**config.mk**
```make
export PLATFORM = sky130hd
export DESIGN_NAME = fetch_unit
export DESIGN_NICKNAME = d
export VERILOG_FILES = /design/src/rtl/fetch_unit_pkg.sv /design/src/rtl/fetch_fifo.sv /design/src/rtl/fetch_unit.sv
export SDC_FILE = /design/constraint.sdc
export NUM_CORES = 1
export LEC_CHECK = 0
export ABC_AREA = 0
export CORE_UTILIZATION = 56
export CTS_BUF_LIST = sky130_fd_sc_hd__clkbuf_8
export CTS_CLUSTER_DIAMETER = 150
export DETAILED_ROUTE_END_ITERATION = 7
export PLACE_DENSITY = 0.86
export SLEW_MARGIN = 20
export SYNTH_ARGS = -nofsm -noshare
export SYNTH_HDL_FRONTEND = slang
export SYNTH_SLANG_ARGS = --single-unit
```
**constraint.sdc**
```tcl
create_clock -name clk -period 10.36 [get_ports clk]
set_input_delay 1.554 -clock clk [delete_from_list [all_inputs] [get_ports clk]]
set_output_delay 1.554 -clock clk [all_outputs]
set_load 0.02 [all_outputs]
```
**src/rtl/fetch_unit_pkg.sv**
```systemverilog
// fetch_unit_pkg
// Shared definitions for the instruction fetch stage: data-path widths, the
// default reset PC, the fetch FSM state encoding and a word-align helper.
package fetch_unit_pkg;

  localparam int XLEN        = 32;
  localparam int INSTR_BYTES = 4;

  localparam logic [XLEN-1:0] DEFAULT_RESET_PC = 32'h0000_0000;

  typedef enum logic {
    BOOT = 1'b0,
    RUN  = 1'b1
  } fetch_state_e;

  // Clears the byte-offset bits so the address points at a whole instruction.
  function automatic logic [XLEN-1:0] word_align(input logic [XLEN-1:0] addr);
    return addr & ~XLEN'(INSTR_BYTES - 1);
  endfunction

endpackage

```
**src/rtl/fetch_fifo.sv**
```systemverilog
// fetch_fifo
// Small synchronous in-order FIFO with a zero-latency head output.
// Ports:
//   clk, rst_n      clock, synchronous active-low reset
//   flush_i         empties the FIFO; push and pop are ignored that cycle
//   push_i/data_i   write an entry (accepted when not full, or full and popping)
//   pop_i           remove the head entry (ignored when empty)
//   head_o          current head entry
//   count_o         number of stored entries
//   empty_o/full_o  occupancy flags
module fetch_fifo #(
  parameter  int WIDTH = 64,
  parameter  int DEPTH = 2,
  localparam int AW    = $clog2(DEPTH),
  localparam int CW    = AW + 1
) (
  input  logic             clk,
  input  logic             rst_n,
  input  logic             flush_i,
  input  logic             push_i,
  input  logic [WIDTH-1:0] push_data_i,
  input  logic             pop_i,
  output logic [WIDTH-1:0] head_o,
  output logic [CW-1:0]    count_o,
  output logic             empty_o,
  output logic             full_o
);

  logic [WIDTH-1:0] mem_q [DEPTH];
  logic [AW-1:0]    wr_ptr_q;
  logic [AW-1:0]    rd_ptr_q;
  logic [CW-1:0]    count_q;
  logic             do_push;
  logic             do_pop;

  assign empty_o = (count_q == '0);
  assign full_o  = (count_q == CW'(DEPTH));
  assign count_o = count_q;
  assign head_o  = mem_q[rd_ptr_q];

  assign do_pop  = pop_i && !empty_o;
  // A pop in the same cycle frees the slot, so a full FIFO can still accept.
  assign do_push = push_i && (!full_o || do_pop);

  always_ff @(posedge clk) begin
    if (!rst_n || flush_i) begin
      wr_ptr_q <= '0;
      rd_ptr_q <= '0;
      count_q  <= '0;
    end else begin
      if (do_push) wr_ptr_q <= wr_ptr_q + AW'(1);
      if (do_pop)  rd_ptr_q <= rd_ptr_q + AW'(1);
      count_q <= count_q + CW'(do_push) - CW'(do_pop);
    end
  end

  // Storage carries no reset; stale contents are never visible past count_q.
  always_ff @(posedge clk) begin
    if (do_push) mem_q[wr_ptr_q] <= push_data_i;
  end

endmodule

```
**src/rtl/fetch_unit.sv**
```systemverilog
// fetch_unit
// Instruction fetch stage: owns the PC, issues word requests to instruction
// memory under a credit limit, buffers returned words with their PCs and
// hands them to decode over valid/ready. Redirects flush buffered work and
// mark in-flight responses to be dropped.
// Ports:
//   clk, rst_n                         clock, synchronous active-low reset
//   imem_req_valid/ready/addr          fetch request channel
//   imem_rsp_valid/data                in-order fetch responses
//   redirect_valid/pc                  branch/jump redirect from execute
//   instr_valid/ready                  decode handshake
//   instr, instr_pc, instr_pc_plus4    FIFO head word, its PC and PC+4
module fetch_unit
  import fetch_unit_pkg::*;
#(
  parameter logic [31:0] RESET_PC   = DEFAULT_RESET_PC,
  parameter int          FIFO_DEPTH = 2
) (
  input  logic        clk,
  input  logic        rst_n,
  output logic        imem_req_valid,
  input  logic        imem_req_ready,
  output logic [31:0] imem_req_addr,
  input  logic        imem_rsp_valid,
  input  logic [31:0] imem_rsp_data,
  input  logic        redirect_valid,
  input  logic [31:0] redirect_pc,
  output logic        instr_valid,
  input  logic        instr_ready,
  output logic [31:0] instr,
  output logic [31:0] instr_pc,
  output logic [31:0] instr_pc_plus4
);

  localparam int CW = $clog2(FIFO_DEPTH) + 1;
  localparam int SW = CW + 1;

  fetch_state_e    state_q;
  logic [XLEN-1:0] pc_q;
  logic [CW-1:0]   outstanding_q, outstanding_d;
  logic [CW-1:0]   drop_q;

  logic            run, redirect, credit_ok, req_fire, rsp_drop, rsp_keep;
  logic            fifo_push, fifo_pop, fifo_empty, fifo_full;
  logic [CW-1:0]   fifo_count;
  logic [63:0]     fifo_head;
  logic            pcq_push, pcq_pop, pcq_empty, pcq_full;
  logic [CW-1:0]   pcq_count;
  logic [31:0]     pcq_head;

  assign run      = (state_q == RUN);
  assign redirect = run && redirect_valid;

  // Credits cover both in-flight requests and buffered words, so every
  // response that is kept always finds a free FIFO slot.
  assign credit_ok = (SW'(outstanding_q) + SW'(fifo_count)) < SW'(FIFO_DEPTH);

  assign imem_req_valid = run && !redirect_valid && credit_ok;
  assign imem_req_addr  = pc_q;
  assign req_fire       = imem_req_valid && imem_req_ready;

  assign rsp_drop = imem_rsp_valid && (drop_q != '0);
  assign rsp_keep = imem_rsp_valid && (drop_q == '0);

  // Counts accepted-but-unanswered requests, including those marked for drop.
  assign outstanding_d = outstanding_q + CW'(req_fire) - CW'(imem_rsp_valid);

  // Dropped responses have no PC queue entry: the queue was flushed by the
  // redirect that condemned them.
  assign pcq_push  = req_fire;
  assign pcq_pop   = rsp_keep;
  assign fifo_push = rsp_keep;
  assign fifo_pop  = instr_valid && instr_ready;

  fetch_fifo #(.WIDTH(32), .DEPTH(FIFO_DEPTH)) u_pc_queue (
    .clk        (clk),
    .rst_n      (rst_n),
    .flush_i    (redirect),
    .push_i     (pcq_push),
    .push_data_i(pc_q),
    .pop_i      (pcq_pop),
    .head_o     (pcq_head),
    .count_o    (pcq_count),
    .empty_o    (pcq_empty),
    .full_o     (pcq_full)
  );

  fetch_fifo #(.WIDTH(64), .DEPTH(FIFO_DEPTH)) u_instr_fifo (
    .clk        (clk),
    .rst_n      (rst_n),
    .flush_i    (redirect),
    .push_i     (fifo_push),
    .push_data_i({pcq_head, imem_rsp_data}),
    .pop_i      (fifo_pop),
    .head_o     (fifo_head),
    .count_o    (fifo_count),
    .empty_o    (fifo_empty),
    .full_o     (fifo_full)
  );

  assign instr_valid    = !fifo_empty;
  assign instr          = fifo_head[31:0];
  assign instr_pc       = fifo_head[63:32];
  assign instr_pc_plus4 = instr_pc + XLEN'(INSTR_BYTES);

  always_ff @(posedge clk) begin
    if (!rst_n) begin
      state_q       <= BOOT;
      pc_q          <= RESET_PC;
      outstanding_q <= '0;
      drop_q        <= '0;
    end else begin
      case (state_q)
        BOOT:    state_q <= RUN;
        default: state_q <= RUN;
      endcase
      outstanding_q <= outstanding_d;
      if (redirect) begin
        pc_q   <= word_align(redirect_pc);
        // Everything still in flight after this edge belongs to the old path.
        drop_q <= outstanding_d;
      end else begin
        if (req_fire) pc_q   <= pc_q + XLEN'(INSTR_BYTES);
        if (rsp_drop) drop_q <= drop_q - CW'(1);
      end
    end
  end

  a_rsp_has_request: assert property (@(posedge clk) disable iff (!rst_n)
    imem_rsp_valid |-> (outstanding_q != '0));
  a_counters_bounded: assert property (@(posedge clk) disable iff (!rst_n)
    (outstanding_q <= CW'(FIFO_DEPTH)) && (drop_q <= outstanding_q));
  a_pcq_tracks_live: assert property (@(posedge clk) disable iff (!rst_n)
    pcq_count == (outstanding_q - drop_q));
  a_pcq_has_entry: assert property (@(posedge clk) disable iff (!rst_n)
    rsp_keep |-> !pcq_empty);
  a_no_overflow: assert property (@(posedge clk) disable iff (!rst_n)
    !(fifo_push && fifo_full && !fifo_pop) && !(pcq_push && pcq_full && !pcq_pop));

endmodule
```
==> results.sh <==
export IMPL_hold_path_cell_count=0
export IMPL_cts_made_buffers=37
export IMPL_status="complete, no violations"
export IMPL_setup_viol=0
export IMPL_dp_hpwl_um=14500
export IMPL_arrival_ns=4.24
export IMPL_grt_pass1_wl_um=33300
export IMPL_met2WireLength_um=10100
export IMPL_die_y_um=135
export IMPL_drtPass1Iterations=4
export IMPL_clk_pin_slew_worst_paths_ns=0.06
export IMPL_path_class="reg2out"
export IMPL_hold_class="reg2reg"
export IMPL_wl_per_cell_um=18.0
export IMPL_initialDrtViolationCount=418
export IMPL_synth_cells=718
export IMPL_fin_util_pct=73.2
export IMPL_clk_path_buf_depth=3
export IMPL_synthFlopType="edfxtp_1"
export IMPL_drtAntennaViolNets=0
export IMPL_avgSynthCellArea_um2=13.9
export IMPL_netlist_cell_type_count=61
export IMPL_drt_met1_wl_um=8830
export IMPL_maxSlewHeadroom_pct=29.9
export IMPL_track_usage_pct=23.4
export IMPL_yosysSeqAreaShare_pct=64.5
export IMPL_numClockSinks=229
export IMPL_synthArstFlopShare_pct=0
export IMPL_leakagePower_nw=4.37
export IMPL_place_congestion=0.926
export IMPL_avgViaCountPerCell=5.60
export IMPL_post_cts_buffers=0
export IMPL_cts_resized=0
export IMPL_diodes=0
export IMPL_rows=48
export IMPL_portBuffers=191
export IMPL_total_power_mw=2.63
export IMPL_startpoint_type="flop"
export IMPL_finalCritPeriodShare_pct=55.9
export IMPL_boundaryPins=200
export IMPL_grt_pass1_vias=6695
export IMPL_syn_to_final_growth_pct=27.4
export IMPL_period_minus_slack_ns=5.79
export IMPL_tns_ns=0
export IMPL_peakVddDrop_uv=116
export IMPL_cts_tree="done"
export IMPL_grt_max_degree=88
export IMPL_routed_top_layer="met4"
export IMPL_drv_cap=0
export IMPL_initial_utilization_pct=57.4
export IMPL_drive_above_1_share_pct=16.2
export IMPL_tightest_slew_ns=1.05
export IMPL_dieArea_um2=18300
export IMPL_antenna_found_initial=0
export IMPL_end_kind="primary output"
export IMPL_finalNetCount=1005
export IMPL_syn_area_um2=9970
export IMPL_cts_max_level=2
export IMPL_slew_viol_final=0
export IMPL_grt_overflow=0
export IMPL_cp_max_fo=87
export IMPL_clock_latency_ns=0.52
export IMPL_synth_edf_count=184
export IMPL_fmax_mhz=173
export IMPL_p_per_area_nw_per_um2=207
export IMPL_die_x_um=135
export IMPL_vias=6582
export IMPL_cts_root_buffer="clkbuf_8"
export IMPL_hold_buffers=0
export IMPL_crit_required_ns=8.81
export IMPL_met3_wirelength_um=1840
export IMPL_final_hold_viol_count=0
export IMPL_r2r_cells=8
export IMPL_postRouteWirelength_um=21200
export IMPL_yosysWarnings=0
export IMPL_fillers=1173
export IMPL_drc=0
export IMPL_skew_ns=0.0211
export IMPL_synth_seq_cells=229
export IMPL_rsz0062_at_grt="false"
export IMPL_core_area_um2=17400
[path summary, 6_finish.rpt]
kind | from | slack [ns] | to
worst max-delay path | flop | 4.57 | instr_pc_plus4[28]
worst min-delay path | imem_req_addr[7] | 0.54 | u_pc_queue.mem_q[1][7]
worst max register to register | u_instr_fifo.count_o[0] | 6.43 | u_pc_queue.mem_q[0][2]
worst min register to register | imem_req_addr[7] | 0.54 | u_pc_queue.mem_q[1][7]
[metal layers]
metal	vias up	track usage (%)
met2	287	39.1
met3	34	6.02
met5	-	0
met4	0	9.24
li1	3123	-
met1	3138	29.2
[logic make-up (layout without fill, tap and decap cells)]
family	count (synthesis)	after routing	share of synthesized area, %
other	1	6	0.0376
adders and majority gates	10	10	1.33
AOI/OAI and AO/OA	99	99	6.65
xor gates and xnor gates	45	45	3.95
DFF	229	229	64.5
muxes	95	95	10.6
buffers and inverters	60	288	2.96
and+or+nand+nor	179	179	10.0
[power breakdown]
group | leakage, nW | internal [mW] | switching (mW) | total [mW]
sequential | 2.08 | 1.11 | 0.0531 | 1.17
clock | 0.383 | 0.354 | 0.329 | 0.683
combinational | 1.92 | 0.363 | 0.415 | 0.778
total | 4.37 | 1.83 | 0.797 | 2.63
[cells in the final DEF (no fill, tap or decap), types with 18 or more instances in the layout]
cell type,synthesis,layout
clkdlybuf4s50_1,0,191
edfxtp_1,184,184
mux2_2,81,81
dfxtp_1,45,44
nand2_1,43,43
clkbuf_8,0,40
inv_1,23,37
nor2_1,33,33
xnor2_1,28,28
a21oi_1,24,24
nand3_1,20,20
o21ai_0,18,18
[per-stage QoR]
stage | area, µm² | setup WS (ns) | std cells | hold WS (ns)
3_5_place_dp | 12000 | 5.03 | 1111 | 0.509
6_report | 12700 | 4.57 | 1176 | 0.544
5_1_grt | 12700 | 4.29 | 1176 | 0.558
3_3_place_gp | 12000 | 5.13 | 1111 | 0.495
4_1_cts | 12700 | 4.48 | 1176 | 0.542
2_1_floorplan | 9990 | 3.89 | 723 | 0.481
[worst max-delay path, stage by stage (launching register included)]
cell	delay, ns
dfxtp_4	0.33
buf_4	0.77
mux2i_1	0.22
inv_1	0.13
ha_1	0.17
inv_1	0.06
a211oi_1	0.59
nand4_2	0.34
nor3_2	0.26
xor2_1	0.17
clkdlybuf4s50_1	0.63
[sequential cells by signal, indices dropped and copies added, names as in the netlist, named ones only]
signal	cells
u_pc_queue.wr_ptr_q	1
u_instr_fifo.count_o	2
run	1
u_instr_fifo.rd_ptr_q	1
u_instr_fifo.wr_ptr_q	1
u_pc_queue.mem_q	60
outstanding_q	2
u_pc_queue.count_o	2
imem_req_addr	30
drop_q	2
u_pc_queue.rd_ptr_q	1
u_instr_fifo.mem_q	124
[synth_stat cells, types with 6 or more instances]
| cell type | instances | area [µm²] |
|---|---|---|
| clkbuf_1 | 14 | 52.6 |
| nor2_1 | 33 | 124 |
| mux2i_1 | 14 | 140 |
| and3_1 | 9 | 56.3 |
| inv_1 | 23 | 86.3 |
| edfxtp_1 | 184 | 5530 |
| nand3_1 | 20 | 100 |
| ha_1 | 9 | 113 |
| dfxtp_1 | 45 | 901 |
| xnor2_1 | 28 | 245 |
| nand4_1 | 11 | 68.8 |
| o211ai_1 | 7 | 52.6 |
| nand2_1 | 43 | 161 |
| a21oi_1 | 24 | 120 |
| and2_1 | 12 | 75.1 |
| buf_4 | 8 | 60.1 |
| xor2_1 | 17 | 149 |
| a22oi_1 | 6 | 45.0 |
| o21ai_0 | 18 | 90.1 |
| nor3_1 | 6 | 30.0 |
| mux2_2 | 81 | 912 |
| a31oi_1 | 13 | 81.3 |
| nand4b_1 | 7 | 61.3 |
| buf_2 | 11 | 55.1 |
[layout make-up]
class	instances	area, µm²	share of cell area (%)
sequential	229	6430	50.6
timing repair buffer	199	1970	15.5
multi-input combinational	434	3270	25.8
tap	225	282	2.22
clock inverter	25	100	0.788
inverter	24	90.1	0.709
clock buffer	40	551	4.34
Note: power is estimated with default switching activity, not from simulation.
